### config.mk
export PLATFORM = sky130hd
export DESIGN_NAME = pulse_rate_meter
export DESIGN_NICKNAME = d
export VERILOG_FILES = /design/src/rtl/counter_pkg.sv /design/src/rtl/sync_ff.sv /design/src/rtl/pulse_rate_meter.sv
export SDC_FILE = /design/constraint.sdc
export NUM_CORES = 1
export LEC_CHECK = 0
export BUFFER_PORTS_ARGS = -buffer_cell sky130_fd_sc_hd__buf_4
export CAP_MARGIN = 25
export CORE_MARGIN = 2
export CORE_UTILIZATION = 30
export CTS_BUF_LIST = sky130_fd_sc_hd__clkbuf_16
export DETAILED_ROUTE_END_ITERATION = 7
export PLACE_DENSITY = 0.57
export SYNTH_ARGS = -nofsm -noshare
export SYNTH_HDL_FRONTEND = slang
export SYNTH_SLANG_ARGS = --single-unit
### constraint.sdc
create_clock -name clk -period 13.4 [get_ports clk]
set_input_delay 2.68 -clock clk [delete_from_list [all_inputs] [get_ports clk]]
set_output_delay 2.68 -clock clk [all_outputs]
set_load 0.05 [all_outputs]
### src/rtl/counter_pkg.sv
// Shared types for the pulse rate meter.
// Holds the FSM state encoding and the synchronizer depth check.
package counter_pkg;

    typedef enum logic {
        IDLE  = 1'b0,
        COUNT = 1'b1
    } state_t;

    localparam int SYNC_MAX = 4;

    function automatic bit sync_ok(int s);
        return (s >= 0) && (s <= SYNC_MAX);
    endfunction

endpackage

### src/rtl/sync_ff.sv
// Multi-flop synchronizer, asynchronously reset to zero.
// Output is the input delayed by STAGES clk cycles.
module sync_ff #(
    parameter int STAGES = 2
) (
    input  logic clk,
    input  logic rst,
    input  logic d,
    output logic q
);

    logic [STAGES-1:0] sr_q;

    // shift chain, first flop captures the raw input
    always_ff @(posedge clk or posedge rst) begin
        if (rst) begin
            sr_q <= '0;
        end else begin
            sr_q[0] <= d;
            for (int i = 1; i < STAGES; i++) begin
                sr_q[i] <= sr_q[i-1];
            end
        end
    end

    assign q = sr_q[STAGES-1];

endmodule

### src/rtl/pulse_rate_meter.sv
// Counts pulse-high cycles over a programmable window of clk cycles.
// Windows run back-to-back; results leave on a valid/ready handshake.
module pulse_rate_meter
    import counter_pkg::*;
#(
    parameter int WIDTH = 32,
    parameter int SYNC  = 2
) (
    input  logic             clk,
    input  logic             rst,
    input  logic             ena,
    input  logic             pls,
    input  logic [WIDTH-1:0] max,
    output logic [WIDTH-1:0] add,
    output logic             vld,
    input  logic             rdy,
    output logic             ovr
);

    logic             ps;
    logic             start;
    logic             last;
    state_t           state_q, state_d;
    logic [WIDTH-1:0] win_q, win_d;
    logic [WIDTH-1:0] cyc_q, cyc_d;
    logic [WIDTH-1:0] acc_q, acc_d;
    logic [WIDTH-1:0] add_q, add_d;
    logic             vld_q, vld_d;
    logic             ovr_q, ovr_d;

    if (SYNC == 0) begin : g_direct
        assign ps = pls;
    end else if (sync_ok(SYNC)) begin : g_sync
        sync_ff #(
            .STAGES(SYNC)
        ) u_sync (
            .clk(clk),
            .rst(rst),
            .d  (pls),
            .q  (ps)
        );
    end else begin : g_bad
        $fatal(1, "pulse_rate_meter: SYNC must be 0..4");
    end

    assign start = ena && (max != '0);
    assign last  = (state_q == COUNT) && ena &&
                   (cyc_q == win_q - WIDTH'(1));

    // window sequencing and result/handshake next-state
    always_comb begin
        state_d = state_q;
        win_d   = win_q;
        cyc_d   = cyc_q;
        acc_d   = acc_q;
        add_d   = add_q;
        vld_d   = vld_q;
        ovr_d   = ovr_q;
        unique case (state_q)
            IDLE: begin
                if (start) begin
                    state_d = COUNT;
                    win_d   = max;
                    cyc_d   = '0;
                    acc_d   = '0;
                end
            end
            COUNT: begin
                if (!ena) begin
                    state_d = IDLE;
                end else if (last) begin
                    if (start) begin
                        win_d = max;
                        cyc_d = '0;
                        acc_d = '0;
                    end else begin
                        state_d = IDLE;
                    end
                end else begin
                    acc_d = acc_q + WIDTH'(ps);
                    cyc_d = cyc_q + WIDTH'(1);
                end
            end
        endcase
        if (last) begin
            add_d = acc_q + WIDTH'(ps);
            vld_d = 1'b1;
            ovr_d = vld_q & ~rdy;
        end else if (vld_q && rdy) begin
            vld_d = 1'b0;
            ovr_d = 1'b0;
        end
    end

    // state and datapath registers
    always_ff @(posedge clk or posedge rst) begin
        if (rst) begin
            state_q <= IDLE;
            win_q   <= '0;
            cyc_q   <= '0;
            acc_q   <= '0;
            add_q   <= '0;
            vld_q   <= 1'b0;
            ovr_q   <= 1'b0;
        end else begin
            state_q <= state_d;
            win_q   <= win_d;
            cyc_q   <= cyc_d;
            acc_q   <= acc_d;
            add_q   <= add_d;
            vld_q   <= vld_d;
            ovr_q   <= ovr_d;
        end
    end

    assign add = add_q;
    assign vld = vld_q;
    assign ovr = ovr_q;

endmodule

==> run summary, run 1 <==
Outcome: completed
Antenna diode count: 0
Ys flop type: dfrtp_1
Synth warnings: 0
DR vias: 6133
Critical Setup Path Class: in2reg
Non-filler cells, final: 1201
Antenna violations before repair: 0
Top-area cell type share of the netlist area: 43.2%
Worst-skew pair later-pin latency: 410 ps
Post-synthesis register bit count: 133
Pre-Repair DR Iteration Count: 5
Net Count, Synth: 846
ANT nets after route: 0
Initial Util: 30.6%
Die height: 164 um
Hold buffer count at cts: 0
Placer Congestion: 0.793
Die Span X: 164 um
DIE AREA: 0.0270 sq mm
Max Cap Violations: 0
Vias in the first global route: 5901
IO Port Bufs: 70
Core Footprint: 0.0252 sq mm
Delay-heaviest family, CP: simple AND/OR/NAND/NOR gates
Hold Violations, Final: 0
Setup tns final: 0 ps
WL/cell: 15.6 um
Final Skew: 6.20 ps
Post-route worst setup slack: 8640 ps
Post_cts resized: 0
Dpl cells: 1170
DRC violations left: 0
Slew margin rel.: 34.9%
Mean Syn Cell Area: 9.58 sq um
Num rows: 58
Post-Syn Area: 0.00771 sq mm
IO Count: 71
Largest net degree at the start of global routing: 70
Crit. End Element: flop
Cell Pwr Density: 116 mW/mm^2
Number of enable flip-flop cells after synthesis: 0
First DRT Iteration DRCs: 333
Crit start category: primary input
H-tree depth: 4
Reg clk slew, reported paths: 60 ps
LEAKAGE: 3.93 nW
CP Cell Sequence: buf_4, nor4_1, nand4_1, o21ai_2, buf_4, inv_1, nor2_4, inv_1, o221ai_1
CP max stage cell: nor2_4
RSZ-0062 raised after global routing: false
TritonCTS clock tree: yes
Tightest Pin Transition: 975 ps
Clk sink count: 133
Via/cell ratio: 5.11
Post-CTS Setup Inserts: 0
Worst endpoint required time: 13720 ps
Syn Inst Count: 805
WP data arrival: 5080 ps
Final setup vio count: 0
Final Critical Period: 4760 ps
Final Slew Violations: 0
GR Overflow Total: 0
Total wire length: 18800 um
GRT Total Usage: 14.8%
Pre-CTS WS: 8090 ps
Max incr delay on CP: 560 ps
Area growth from synthesis to layout: 17.2%
TritonCTS Buffers: 17
Netlist cell types: 60
First-pass GRT wire length: 31600 um
Max Freq: 210 MHz
Post-synthesis sequential area ratio: 43.2%
Largest cells by area after synthesis: dfrtp_1 43%, mux2_2 3.7%, xnor2_1 3.6%, nand2_1 3.3%, xor2_1 3.1%
Post-route clock period utilization: 35.5%
Final core occ: 35.9%
Maximum root-to-sink buffer count: 2
Area leader, netlist: dfrtp_1
Post-synth ARST share: 100%
Post-DP HPWL: 13000 um
Max FO, Critical Path: 33
Tot Pwr: 0.00105 W
Root buf cell: clkbuf_16
Worst min path class: reg2reg
Fraction of layout cells with a size suffix above 1: 17.9%
Worst path bufs/invs: 4
Maximum vdd drop: 0.0000665 V
Nets: 900
[metrics by stage]
stage,hold slack (ps),instance area (sq um)
floorplan,331,7710
global placement,336,8460
detailed placement,349,8460
CTS,362,9030
global route,376,9030
finish,355,9030
[power by group]
| part | total (W) | switching, W | internal (W) |
|---|---|---|---|
| Clock | 0.000458 | 0.000171 | 0.000287 |
| Combinational | 0.000129 | 0.0000695 | 0.0000596 |
| Sequential | 0.000460 | 0.0000363 | 0.000423 |
[worst paths after layout]
kind | to | cells past startpoint | slack, ps | start
min reg2reg | g_sync.u_sync.sr_q[1] | 0 | 350 | g_sync.u_sync.sr_q[0]
max | cyc_q[4] | 9 | 8640 | max[1]
max in group asynchronous | win_q[23] | 3 | 9760 | rst
min | g_sync.u_sync.sr_q[1] | 0 | 350 | g_sync.u_sync.sr_q[0]
max reg2reg | win_q[8] | 9 | 8860 | win_q[14]
min in group asynchronous | add[14] | 2 | 2340 | rst
[cell usage after synthesis (all sizes together), types with 3 or more instances]
library cell,instances
dfrtp,133
nand2,67
nor2,58
nand3,43
mux2,41
o21ai,41
nor3,33
xnor2,32
a21oi,30
xor2,27
buf,24
nor4,24
mux2i,23
inv,21
and3,19
clkbuf,17
nand4,17
or3,17
a31oi,16
a21o,15
nand2b,13
a211o,12
or2,10
o31ai,8
or4,8
nor3b,7
o21a,7
and2,6
and4,5
ha,4
a221o,3
and3b,3
nand3b,3
o22ai,3
o31a,3
[cells in the final DEF, fill, tap and decap left out, types with 17 or more instances in the layout]
cell type / count
nor4_1: 18
a21oi_1: 28
xnor2_1: 32
buf_4: 76
o21ai_0: 36
xor2_1: 27
nor2_1: 55
nand3_1: 43
inv_1: 22
mux2_2: 25
mux2i_1: 23
or3_1: 17
clkbuf_16: 17
and3_1: 18
dfrtp_1: 133
nand2_1: 67
nor3_1: 32
nand4_1: 17
[flip-flops by register name (all words and copies together), names as in the netlist]
name                count
g_sync.u_sync.sr_q      2
ovr                     1
add                    32
acc_q                  32
win_q                  32
state_q                 1
vld                     1
cyc_q                  32
[kinds of logic (layout without fill, tap and decap cells)]
kind of cell | after synthesis | in the layout | synth area share [%]
AND/OR/NAND/NOR | 336 | 336 | 23.8
AO/OA/AOI/OAI | 147 | 147 | 12.6
flip-flops | 133 | 133 | 43.2
adder cells (fa/ha/maj) | 4 | 4 | 0.649
buffers and inverters | 62 | 128 | 4.12
multiplexers | 64 | 64 | 8.98
XOR/XNOR | 59 | 59 | 6.70
[layout make-up]
| type | instances | area, sq um |
|---|---|---|
| tap | 330 | 413 |
| timing repair buffer | 76 | 571 |
| multi-input combinational | 610 | 4070 |
| inverter | 21 | 83.8 |
| clock buffer | 17 | 425 |
| clock inverter | 14 | 145 |
| fill | 2543 | 16100 |
| sequential | 133 | 3330 |
[routing by layer]
layer  track usage (%)  up-vias  share of wire (%)
met5                 0        -                  0
met3              2.73        4                3.8
met4              3.59        0               0.38
met2              23.0      101                 46
met1              21.2     2992                 50
li1                  -     3036                  -
Power figures use the tool's default switching activity.
==> inputs of run 2 (changes only) <==
- ABC_AREA: unset -> 1
- PLACE_DENSITY: 0.57 -> 0.58
- clock period: 13.4 -> 4.3 ns (I/O delays scaled with it)
==> run summary, run 2 <==
Clk sink count: 133 (unchanged)
Area leader, netlist: dfrtp_1
Area after DPL: 0.00928 sq mm (+9.6%)
Dpl cells: 1597 (+36%)
Num rows: 61 (+5.2%)
Count leader, synth: nand2_1
Core Footprint: 0.0277 sq mm (+10%)
Non-filler cells, final: 1628 (+36%)
LEAKAGE: 4.54 nW (+15%)
Fill cells: 2969 (+17%)
Netlist cell types: 31 (-48%)
Tot Pwr: 0.00335 W (+220%)
Net Count, Synth: 1222 (+44%)
Setup tns final: 0 ps (unchanged)
Cell Pwr Density: 340 mW/mm^2 (+190%)
H-tree depth: 4 (unchanged)
Max Freq: 313 MHz
Total wire length: 23400 um (+25%)
Crit. End Element: flop
Syn Inst Count: 1181 (+47%)
Critical Setup Path Class: reg2reg
IO Port Bufs: 70 (unchanged)
Largest cells by area after synthesis: dfrtp_1 40%, nand2_1 18%, xor2_1 7.1%, nor2_1 5.6%, nand3_1 5.4%
Commonest cells after routing, fill and taps aside: 407 x nand2_1, 133 x dfrtp_1, 126 x nor2_1
Max FO, Critical Path: 54 (+64%)
DRC violations left: 0 (unchanged)
Reg clk slew, reported paths: 60 ps (about the same)
Vias in the first global route: 7325 (+24%)
Worst endpoint required time: 4620 ps (-9100 ps)
Post-DP HPWL: 16800 um (+29%)
TritonCTS clock tree: yes
TritonCTS Buffers: 17 (unchanged)
Hold buffer count at cts: 0 (unchanged)
Hold Violations, Final: 0 (unchanged)
Final Critical Period: 3200 ps
IO Count: 71 (unchanged)
Synth warnings: 0 (unchanged)
Root buf cell: clkbuf_16
Placer Congestion: 0.908 (+14%)
Maximum root-to-sink buffer count: 2 (unchanged)
First-pass GRT wire length: 38100 um (+21%)
WP data arrival: 3520 ps (-1560 ps)
GR peak layer: met2
Pre-Repair DR Iteration Count: 5 (unchanged)
Post-synthesis sequential area ratio: 39.6% (-3.6 points)
Final instance area: 0.00988 sq mm (+9.3%)
Antenna violations before repair: 0 (unchanged)
Post_cts resized: 0 (unchanged)
Grt met1 use: 22.6% (+1.3 points)
Via/cell ratio: 4.71 (-7.8%)
Ys flop type: dfrtp_1
Worst-skew pair later-pin latency: 430 ps (+20 ps)
Number of enable flip-flop cells after synthesis: 0 (unchanged)
Top-area cell type share of the netlist area: 39.6% (-3.6 points)
WL/cell: 14.4 um (-7.8%)
Worst min path class: reg2reg
GRT Total Usage: 16.5% (+1.7 points)
Final Skew: 10.6 ps (+4.41 ps)
Tightest Pin Transition: 913 ps (-62.0 ps)
First DRT Iteration DRCs: 649 (+95%)
GR Layer Usage met2: 26.5% (+3.4 points)
Mean Syn Cell Area: 7.12 sq um (-26%)
Post-synth ARST share: 100% (unchanged)
Synth cell count leaders: 407 x nand2_1, 133 x dfrtp_1, 126 x nor2_1
ANT nets after route: 0 (unchanged)
Antenna diode count: 0 (unchanged)
RSZ-0062 raised after global routing: false
Max Cap Violations: 0 (unchanged)
Slew margin rel.: 38.9% (+4.1 points)
Most common cell after layout, fill and taps aside: nand2_1
DR vias: 7661 (+25%)
Largest net degree at the start of global routing: 134 (+91%)
Post-route clock period utilization: 74.4%
Met3 usage: 2.81% (+0.080 points)
Worst reg2reg setup slack: 1100 ps (-7760 ps)
Post-CTS Setup Inserts: 0 (unchanged)
Final Slew Violations: 0 (unchanged)
Maximum vdd drop: 0.000229 V (+240%)
Nets: 1279 (+42%)
Die height: 171 um (+4.3%)
Initial Util: 30.3% (-0.28 points)
Post-Syn Area: 0.00840 sq mm (+9.0%)
Fraction of layout cells with a size suffix above 1: 10.8% (-7.1 points)
Area growth from synthesis to layout: 17.5%
Final setup vio count: 0 (unchanged)
Post-synthesis register bit count: 133 (unchanged)
DIE AREA: 0.0294 sq mm (+8.8%)
GR Overflow Total: 0 (unchanged)
Die Span X: 171 um (+4.3%)
Outcome: completed
Crit start category: flop
## run 2: layout make-up
| type | instances | area (sq um) | share of cell area (%) |
|---|---|---|---|
| Inverter | 117 | 443 | 4.48 |
| Clock buffer | 17 | 425 | 4.31 |
| Timing Repair Buffer | 78 | 598 | 6.06 |
| Clock inverter | 14 | 174 | 1.76 |
| Multi-Input combinational cell | 891 | 4430 | 44.9 |
| Sequential cell | 133 | 3330 | 33.7 |
| Tap cell | 378 | 473 | 4.79 |
## run 2: report_power, final
part | internal (W) | total, W | switching, W
clock network | 0.000914 | 0.00151 | 0.000600
logic | 0.000162 | 0.000433 | 0.000270
registers | 0.00131 | 0.00141 | 0.0000931
total | 0.00239 | 0.00335 | 0.000964
## run 2: logic make-up (layout without fill, tap and decap cells)
family | after synthesis | in the layout | share of synthesized area (%)
simple gates | 696 | 696 | 35.6
flops | 133 | 133 | 39.6
xor+xnor | 88 | 88 | 9.50
fa+ha+maj | 4 | 4 | 0.596
compound gates | 103 | 103 | 7.07
buf+inv | 157 | 226 | 7.67
## run 2: worst paths after layout
path	start	endpoint	cells after the start
min in group asynchronous	rst	cyc_q[3]	3
min	g_sync.u_sync.sr_q[0]	g_sync.u_sync.sr_q[1]	0
max	win_q[1]	win_q[27]	16
max in group asynchronous	rst	cyc_q[1]	3
min reg2reg	g_sync.u_sync.sr_q[0]	g_sync.u_sync.sr_q[1]	0
max reg2reg	win_q[1]	win_q[27]	16
## run 2: per-stage QoR
stage               utilization, %  hold WS (ps)  setup WS (ps)
finish                        35.6           346           1100
global route                  35.6           360            815
CTS                           35.6           349           1100
detailed placement            33.5           336           1110
global placement              33.5           336           1130
floorplan                        -           331           1750
## run 2: routing by layer
layer / share of wire [%] / vias to the layer above
met5: 0 / -
met4: 2.2 / 0
met3: 5.1 / 40
met2: 45 / 212
met1: 48 / 3551
li1: - / 3858
## run 2: critical path, cell delays in order, from the launching register on
cell and delay (ps):
dfrtp_1 370, inv_1 110, ha_1 230, nand2_2 160
nor2_4 150, nand2_1 120, o21ai_1 210, nand2_1 70
nand2_1 60, nand2_1 50, nor2_1 100, nand3_1 120
nor2_4 160, nand2_4 130, nand2_8 310, nand2_4 410
o21a_1 310
